===== config.mk =====
export PLATFORM = sky130hd
export DESIGN_NAME = apb_fifo_slave
export DESIGN_NICKNAME = d
export VERILOG_FILES = /design/src/rtl/apb_fifo_slave.sv
export SDC_FILE = /design/constraint.sdc
export NUM_CORES = 1
export LEC_CHECK = 0
export CAP_MARGIN = 5
export CELL_PAD_IN_SITES_DETAIL_PLACEMENT = 0
export CELL_PAD_IN_SITES_GLOBAL_PLACEMENT = 2
export CORE_MARGIN = 2
export CORE_UTILIZATION = 32
export CTS_CLUSTER_DIAMETER = 40
export DETAILED_ROUTE_END_ITERATION = 7
export PLACE_DENSITY = 0.67
export SLEW_MARGIN = 20
export SYNTH_ARGS = -nofsm -noshare
export SYNTH_HDL_FRONTEND = slang
export SYNTH_SLANG_ARGS = --single-unit

===== constraint.sdc =====
create_clock -name PCLK -period 4.9 [get_ports PCLK]
set_input_delay 0.98 -clock PCLK [delete_from_list [all_inputs] [get_ports PCLK]]
set_output_delay 0.98 -clock PCLK [all_outputs]
set_load 0.02 [all_outputs]

===== src/rtl/apb_fifo_slave.sv =====
// apb_fifo_slave: APB slave fronting a DEPTH x 32 FIFO with STATUS/CTRL registers; APB_FIFO_SLV_WAIT_EN enables CTRL.WAIT wait states
module apb_fifo_slave #(
    parameter int DEPTH = 16,
    parameter int AW    = 8
) (
    input  logic        PCLK,
    input  logic        PRESETn,
    input  logic        PSEL,
    input  logic        PENABLE,
    input  logic        PWRITE,
    input  logic [31:0] PADDR,
    input  logic [31:0] PWDATA,
    input  logic [3:0]  PSTRB,
    output logic [31:0] PRDATA,
    output logic        PREADY,
    output logic        PSLVERR
);
    localparam int PW = $clog2(DEPTH);
    localparam int CW = PW + 1;
    logic [31:0]   mem [DEPTH];
    logic [PW-1:0] wr_ptr, rd_ptr;
    logic [CW-1:0] count;
    logic          ovf, unf;
    logic [3:0]    wait_val;
    logic [AW-1:0] off;
    logic          is_data, is_stat, is_ctrl, full, empty, strb_ok, done, err;
    logic          push, pop, ovf_set, unf_set, ctrl_wr, flush, clr;
    logic [8:0]    cnt9;
    logic [31:0]   rdata;
    logic          unused;
    assign unused  = ^PADDR[31:AW];
    assign off     = PADDR[AW-1:0];
    assign is_data = off == AW'(8'h00);
    assign is_stat = off == AW'(8'h04);
    assign is_ctrl = off == AW'(8'h08);
    assign full    = count == CW'(DEPTH);
    assign empty   = count == '0;
    assign strb_ok = PSTRB == 4'hF;
    assign cnt9    = 9'(count);
    assign done    = PSEL & PENABLE & PREADY;
    assign push    = done & PWRITE & is_data & strb_ok & !full;
    assign ovf_set = done & PWRITE & is_data & strb_ok & full;
    assign pop     = done & !PWRITE & is_data & !empty;
    assign unf_set = done & !PWRITE & is_data & empty;
    assign ctrl_wr = done & PWRITE & is_ctrl;
    assign flush   = ctrl_wr & PSTRB[1] & PWDATA[8];
    assign clr     = ctrl_wr & PSTRB[2] & PWDATA[16];
    // Every non-CTRL write except a good push, and every read of an empty FIFO or unmapped slot, errors.
    always_comb begin
        err = is_data ? (PWRITE ? (!strb_ok || full) : empty)
            : is_stat ? PWRITE
            : !is_ctrl;
        rdata = is_data ? (empty ? 32'h0 : mem[rd_ptr])
              : is_stat ? {6'b0, unf, ovf, 6'b0, full, empty, 7'b0, cnt9}
              : is_ctrl ? {28'b0, wait_val}
              : 32'h0;
    end
    assign PRDATA  = (PREADY && !PWRITE) ? rdata : 32'h0;
    assign PSLVERR = PREADY & err;
`ifdef APB_FIFO_SLV_WAIT_EN
    logic [3:0] wcnt;
    always_ff @(posedge PCLK) begin
        if (!PRESETn) begin
            wcnt     <= '0;
            wait_val <= '0;
        end else begin
            if (PSEL && !PENABLE)
                wcnt <= wait_val;
            else if (PSEL && PENABLE && wcnt != 4'd0)
                wcnt <= wcnt - 4'd1;
            if (ctrl_wr && PSTRB[0])
                wait_val <= PWDATA[3:0];
        end
    end
    // Gated by reset so an access held across reset cannot complete.
    assign PREADY = PRESETn & PSEL & PENABLE & (wcnt == 4'd0);
`else
    assign wait_val = 4'd0;
    assign PREADY   = PRESETn & PSEL & PENABLE;
`endif
    always_ff @(posedge PCLK) begin
        if (push)
            mem[wr_ptr] <= PWDATA;
    end
    always_ff @(posedge PCLK) begin
        if (!PRESETn) begin
            wr_ptr <= '0;
            rd_ptr <= '0;
            count  <= '0;
            ovf    <= 1'b0;
            unf    <= 1'b0;
        end else begin
            if (push)
                wr_ptr <= wr_ptr + PW'(1);
            if (pop)
                rd_ptr <= rd_ptr + PW'(1);
            if (flush) begin
                wr_ptr <= '0;
                rd_ptr <= '0;
                count  <= '0;
            end else if (push)
                count <= count + CW'(1);
            else if (pop)
                count <= count - CW'(1);
            ovf <= !clr && (ovf || ovf_set);
            unf <= !clr && (unf || unf_set);
        end
    end
endmodule


==> impl_results.md, run 1 <==
* Result of the run: finished clean
* Slew at the pin with the worst max-slew slack at 772 ps
* All-Layer GR Usage at 14.2%
* Post-route worst setup slack at 320 ps
* Fin Clk Skew at 22.3 ps
* Logic pwr share at 1.0%
* Pleak at 7.86 nW
* Final-report setup violation count at 0
* Cell repeated most along the worst path: o21ai_0
* Internal power summed over all cells at 8.47 mW
* Worst hold path class: flip-flop to flip-flop
* Via count normalized by instance count at 4.95
* Average wire length per cell after detail routing at 22.7 um
* Largest net degree at the start of global routing at 55
* Most common cell after layout, fill and taps aside: edfxtp_1
* Clock insertion delay at the later pin of the skew report at 610 ps
* Number of hold buffers added after CTS at 0
* Worst voltage drop across the vdd grid at 0.258 mV
* Post-route design area at 25700 um2
* Max Slew Vio Count at 0
* Commonest cells after routing, fill and taps aside: edfxtp_1, mux4_2, clkbuf_16, clkdlybuf4s50_1, a211oi_1
* Slowest stage cell, crit path: dfxtp_4
* Worst slack at placement at 448 ps
* Post-synth net total at 1058
* Buffers from clock root to sink, at most at 3
* Growth of design area from synthesis to finish at 24.0%
* Max transition margin at 48.4%
* Number of iterations in the first detailed-routing pass at 5
* Via count at 10200
* H-tree levels at 3
* Ant. Diodes at 0
* Number of enable flip-flop cells after synthesis at 512
* Number of antenna violations at the first check in global routing at 3
* Share of the clock period used by the worst path at 93.5%
* Crit Path Class: flip-flop to primary output
* Syn Area/Cell at 21.2 um2
* Fraction of power consumed by sequential logic at 46.4%
* Netlist area before placement at 20700 um2
* Count of fill cells added during filler insertion at 5745
* Multiplexer share of the synthesized area at 15.2%
* Fraction of registers with async set/reset at 0%
* Number of cells in the finished layout apart from fillers at 2051
* Crit start category: flip-flop
* Area fraction in and, or, nand and nor cells after synthesis at 2.77%
* Cell count of the worst reg-to-reg path at 11
* Fraction of the mapped netlist area in compound gates at 3.24%
* Resized cells post-CTS at 0
* F_max at 218 MHz
* Main combinational cell family by area after synthesis: multiplexers
* Starting density of the core at 32.2%
* Critical path's largest stage delay at 750 ps
* Sum of routed wire length over all layers at 46600 um
* Parity-gate share of the synthesized area counting xor and xnor cells at 0.381%
* Critical-path maximum fanout at 54
* TritonCTS clock tree: built
* Antenna Nets Post-Route at 0
* Clock tree root driver cell: clkbuf_16
* Total chip power at 10.7 mW
* Number of distinct standard cells referenced by the synthesized netlist at 44
* Total of flip-flops plus latches after synthesis at 531
* Arrival time reported for the critical path endpoint at 3600 ps
* Row count at 93
* Number of max-capacitance violations reported at 0
* Unrepaired setup endpoints after global routing: false
* Worst hold path cell count at 2
* Path length in cells of the critical path at 7
* TritonCTS Buffers at 80
* Port bufs at 82
* Height of the die at 258 um
* Worst path buffer plus inverter count at 3
* Cells along the critical path: buf_12 -> mux4_2 -> inv_1 -> o21ai_0 -> a221oi_1 -> o21ai_0 -> clkdlybuf4s50_1
* Buffers inserted during post-CTS setup optimization at 0
* Global-route wire length before repair at 69100 um
* Synthesized instance count at 976
* Post-synthesis adder-cell area fraction at 0.580%
* Share of final-layout standard cells stronger than drive strength 1 at 28.4%
* Num ports at 107
* Share of the yosys chip area belonging to registers at 76.1%
* Highest routing layer actually used: met5
* Net total in the final layout at 1212
* Number of clock sinks at 531
* Relative contribution of the clock network to total power at 52.6%
* Routed wire length on met3 at 2390 um
* Die area at 66700 um2
* Routability Congestion at 0.700
* Sum of net half-perimeters after detailed placement at 24500 um
* Cell family contributing the most delay on the critical path: buffers and inverters
* Met2 wire len at 22400 um
* Yosys warnings at 0
* Core Area at 64200 um2
* Top_reg_cell synth: edfxtp_1
* Final sum of negative setup slack at 0 ps
* Switching share of total power at 21.0%
* Total overflow reported by the global router at 0
* Via count of the first global-routing pass at 10600
* Area of placed instances at 22900 um2
* Power per standard cell area at 418 nW/um2
* DP Cell Count at 1903
* Die Span X at 258 um
* Switching power at 2.25 mW
* Number of hold violations in the final report at 0
* Drt initial violations at 642
* Routed metal-1 wire length at 20800 um
* Clock-pin transition on the worst setup and hold timing paths at 60 ps
* Total DRC errors in the routed layout at 0
* Critical Path Sink Type: primary output
* Required time reported for the critical path endpoint at 3920 ps
* Fin crit period at 4580 ps
[worst paths after layout]
check	from	end	slack (ps)
max	flip-flop	PRDATA[1]	320
min	ovf	ovf	490
max reg2reg	count[0]	count[4]	1900
min reg2reg	ovf	ovf	490
[cells in the mapped netlist, types with 8 or more instances]
| cell type | n | share of area (%) |
|---|---|---|
| a211oi_1 | 47 | 1.7 |
| a221oi_1 | 9 | 0.38 |
| buf_2 | 23 | 0.56 |
| buf_4 | 11 | 0.40 |
| clkbuf_1 | 15 | 0.27 |
| dfxtp_1 | 19 | 1.8 |
| edfxtp_1 | 512 | 74 |
| ha_1 | 8 | 0.48 |
| inv_1 | 14 | 0.25 |
| mux2i_1 | 27 | 1.3 |
| mux4_2 | 128 | 14 |
| nand2_1 | 13 | 0.24 |
| nand3_1 | 19 | 0.46 |
| nor2_1 | 32 | 0.58 |
| nor2b_1 | 24 | 0.73 |
| o21ai_0 | 15 | 0.36 |
[worst reg2reg max path, stage by stage, from the launching register on]
cell	delay (ps)
dfxtp_1	490
nor4_2	150
a2111oi_4	350
buf_4	210
and2_0	320
inv_1	190
fa_1	450
a21o_1	180
a21oi_1	180
nand3_1	120
a21o_1	170
a21oi_1	130
[cell families (layout without fill, tap and decap cells)]
group | after synthesis | count (layout)
compound gates | 92 | 92
simple gates | 112 | 112
flops | 531 | 531
fa+ha+maj | 9 | 9
xor+xnor | 9 | 9
buf+inv | 68 | 288
mux | 155 | 155
[per-layer routing]
| metal | vias up | GRT usage (%) |
|---|---|---|
| li1 | 4419 | - |
| met3 | 75 | 3.20 |
| met1 | 5425 | 19.0 |
| met5 | - | 0 |
| met2 | 228 | 22.9 |
| met4 | 6 | 4.75 |
[registers in the layout, summed over array words and instances (netlist names), named ones only]
| name | count |
|---|---|
| count | 5 |
| mem | 512 |
| ovf | 1 |
| rd_ptr | 4 |
| unf | 1 |
| wr_ptr | 4 |
[stage by stage]
stage,hold WS [ps],util [%]
2_1_floorplan,437,-
3_3_place_gp,478,35.7
3_5_place_dp,477,35.7
4_1_cts,492,39.9
5_1_grt,508,39.9
6_report,486,39.9
[power groups by stage]
stage                     logic [mW]  registers, mW  clock network (mW)
after global routing           0.117           4.97                5.97
after detailed placement       0.106           5.07                   0
after CTS                      0.107           4.97                5.77
final                          0.106           4.97                5.65
after global placement         0.100           5.07                   0
after floorplan              0.00750           5.07                   0
[layout make-up]
type / instances / area [um2] / area share, %
sequential: 531 / 15800 / 61.5
multi-input combinational: 377 / 4710 / 18.3
clock buffer: 85 / 2060 / 8.04
timing repair buffer: 126 / 1350 / 5.27
tap: 855 / 1070 / 4.17
clock inverter: 63 / 647 / 2.52
inverter: 14 / 52.6 / 0.205
(Power assumes the default switching activity.)
==> run 2: changes to the inputs <==
CAP_MARGIN = 20   (was 5)
PLACE_DENSITY = 0.71   (was 0.67)
==> run 2 against run 1 <==
Compared with the run above:
- via count shrank 1.1%
- die area is the same
- utilization down 0.44 points
- first-iteration DRC count grew 33%
- wire length decreased by 0.52%
- register-to-register slack improved by 50 ps
- sequential share of layout area increased by 0.69 points
==> impl_results.md, run 2 (synthesis gave the netlist of run 1 again) <==
* Share of the clock period used by the worst path at 94.3% (+0.82 points)
* Final-report setup violation count at 0 (unchanged)
* Worst hold path class: flip-flop to flip-flop
* Port bufs at 82 (unchanged)
* Arrival time reported for the critical path endpoint at 3640 ps (+40 ps)
* Height of the die at 258 um (unchanged)
* Growth of design area from synthesis to finish at 22.6%
* Worst path buffer plus inverter count at 2 (-1)
* Clock tree root driver cell: clkbuf_16
* Num ports at 107 (unchanged)
* Area of placed instances at 23000 um2 (about the same)
* Unrepaired setup endpoints after global routing: false
* Number of hold violations in the final report at 0 (unchanged)
* Max transition margin at 50.8% (+2.5 points)
* Number of max-capacitance violations reported at 0 (unchanged)
* Number of iterations in the first detailed-routing pass at 5 (unchanged)
* Share of final-layout standard cells stronger than drive strength 1 at 27.6% (-0.87 points)
* Commonest cells after routing, fill and taps aside: edfxtp_1, mux4_2, clkdlybuf4s50_1, clkbuf_16, a211oi_1
* All-Layer GR Usage at 14.0% (-0.20 points)
* Number of flip-flops under the largest register name at 512 (unchanged)
* Clock-pin transition on the worst setup and hold timing paths at 60 ps (about the same)
* Post-route design area at 25400 um2 (-1.1%)
* Cell repeated most along the worst path: o21ai_0
* Post-route worst setup slack at 280 ps (-40.1 ps)
* Power per standard cell area at 404 nW/um2 (-3.3%)
* Sum of net half-perimeters after detailed placement at 24800 um (+1.1%)
* Via count normalized by instance count at 4.93 (-0.47%)
* Total overflow reported by the global router at 0 (unchanged)
* Via count at 10000 (-1.1%)
* Cells along the critical path: buf_12 -> mux4_2 -> nand3_1 -> o21ai_0 -> a221oi_1 -> o21ai_0 -> clkdlybuf4s50_1
* Crit start category: flip-flop
* Largest regs: mem x512, count x5
* Clock insertion delay at the later pin of the skew report at 600 ps (about the same)
* Required time reported for the critical path endpoint at 3920 ps (about the same)
* Starting density of the core at 32.2% (unchanged)
* Worst voltage drop across the vdd grid at 0.266 mV (+3.4%)
* Routability Congestion at 0.709 (+1.3%)
* TritonCTS clock tree: built
* Buffers from clock root to sink, at most at 3 (unchanged)
* Buffers inserted during post-CTS setup optimization at 0 (unchanged)
* Critical Path Sink Type: primary output
* Global-route wire length before repair at 68100 um (-1.4%)
* Row count at 93 (unchanged)
* Result of the run: finished clean
* Die area at 66700 um2 (unchanged)
* Slew at the pin with the worst max-slew slack at 738 ps (-34.8 ps)
* Number of clock sinks at 531 (unchanged)
* Critical-path maximum fanout at 48 (-11%)
* Net total in the final layout at 1208 (-0.33%)
* Drt initial violations at 852 (+33%)
* Most common cell after layout, fill and taps aside: edfxtp_1
* Average wire length per cell after detail routing at 22.7 um (+0.12%)
* Sum of routed wire length over all layers at 46300 um (-0.52%)
* Largest net degree at the start of global routing at 49 (-11%)
* DP Cell Count at 1907 (+0.21%)
* Antenna Nets Post-Route at 0 (unchanged)
* Ant. Diodes at 0 (unchanged)
* Worst R2R Setup Slack at 1950 ps (+50 ps)
* Pleak at 7.72 nW (-1.7%)
* TritonCTS Buffers at 72 (-10%)
* H-tree levels at 3 (unchanged)
* Die Span X at 258 um (unchanged)
* Critical path's largest stage delay at 810 ps (+60 ps)
* Worst slack at placement at 234 ps (-214 ps)
* Fin crit period at 4620 ps (+40.1 ps)
* Reg with most FFs: mem
* Total DRC errors in the routed layout at 0 (unchanged)
* Max Slew Vio Count at 0 (unchanged)
* Area taken by multi-input logic gates at 4710 um2 (unchanged)
* Resized cells post-CTS at 0 (unchanged)
* Combined flip-flop and latch cell area at 15800 um2 (unchanged)
* Slowest stage cell, crit path: dfxtp_4
* Via count of the first global-routing pass at 10600 (-0.43%)
* Number of hold buffers added after CTS at 0 (unchanged)
* Number of cells in the finished layout apart from fillers at 2038 (-0.63%)
* Crit Path Class: flip-flop to primary output
* Number of antenna violations at the first check in global routing at 5 (+2)
* Count of fill cells added during filler insertion at 5697 (-0.84%)
* F_max at 216 MHz (-0.87%)
* Cell family contributing the most delay on the critical path: buffers and inverters
* Fin Clk Skew at 16.6 ps (-5.69 ps)
* Core Area at 64200 um2 (unchanged)
* Final sum of negative setup slack at 0 ps (unchanged)
==> run 2: cell count changes in the layout (fill, tap and decap cells not counted), sizes merged <==
cell      previous run  this run
buf                 44        48
bufinv               6         7
clkbuf              85        79
clkinv              25        23
clkinvlp            10         8
inv                 36        28
==> run 2: per-stage QoR <==
step | hold WS (ps) | util (%) | power, mW
6_report | 481 | 39.5 | 10.3
5_1_grt | 509 | 39.5 | 10.5
4_1_cts | 487 | 39.5 | 10.4
3_5_place_dp | 475 | 35.7 | 5.17
3_3_place_gp | 475 | 35.7 | 5.17
2_1_floorplan | 437 | - | 5.08
==> run 2: cell type report <==
class	count	area share, %
multi-input combinational	377	18.6
sequential	531	62.1
clock inverter	52	2.34
tap	855	4.22
inverter	14	0.207
clock buffer	79	7.20
timing repair buffer	130	5.35
==> run 2: power by group <==
part	internal, mW	leakage [nW]	switching, mW	total (mW)
Clock	3.14	1.16	2.04	5.17
Combinational	0.0385	1.81	0.0659	0.104
Sequential	4.97	4.76	0.00000469	4.97
==> run 2: worst min-delay path, stage by stage (launching register included) <==
cell and delay (ps):
dfxtp_1 330, a31oi_1 50, nor2_1 70
==> run 2: worst paths after layout <==
| check | endpoint | cells past startpoint | startpoint |
|---|---|---|---|
| worst max-delay path | PRDATA[1] | 7 | flip-flop |
| worst min register to register | unf | 2 | unf |
| worst min-delay path | unf | 2 | unf |
| worst max register to register | mem[13][22] | 7 | count[0] |
==> run 2: routing by layer <==
metal	vias to the layer above	share of wire, %	GRT usage (%)
met5	-	0.14	0
met1	5307	44	18.5
met3	77	5.3	2.92
li1	4409	-	-
met4	10	1.8	4.37
met2	238	49	23.2
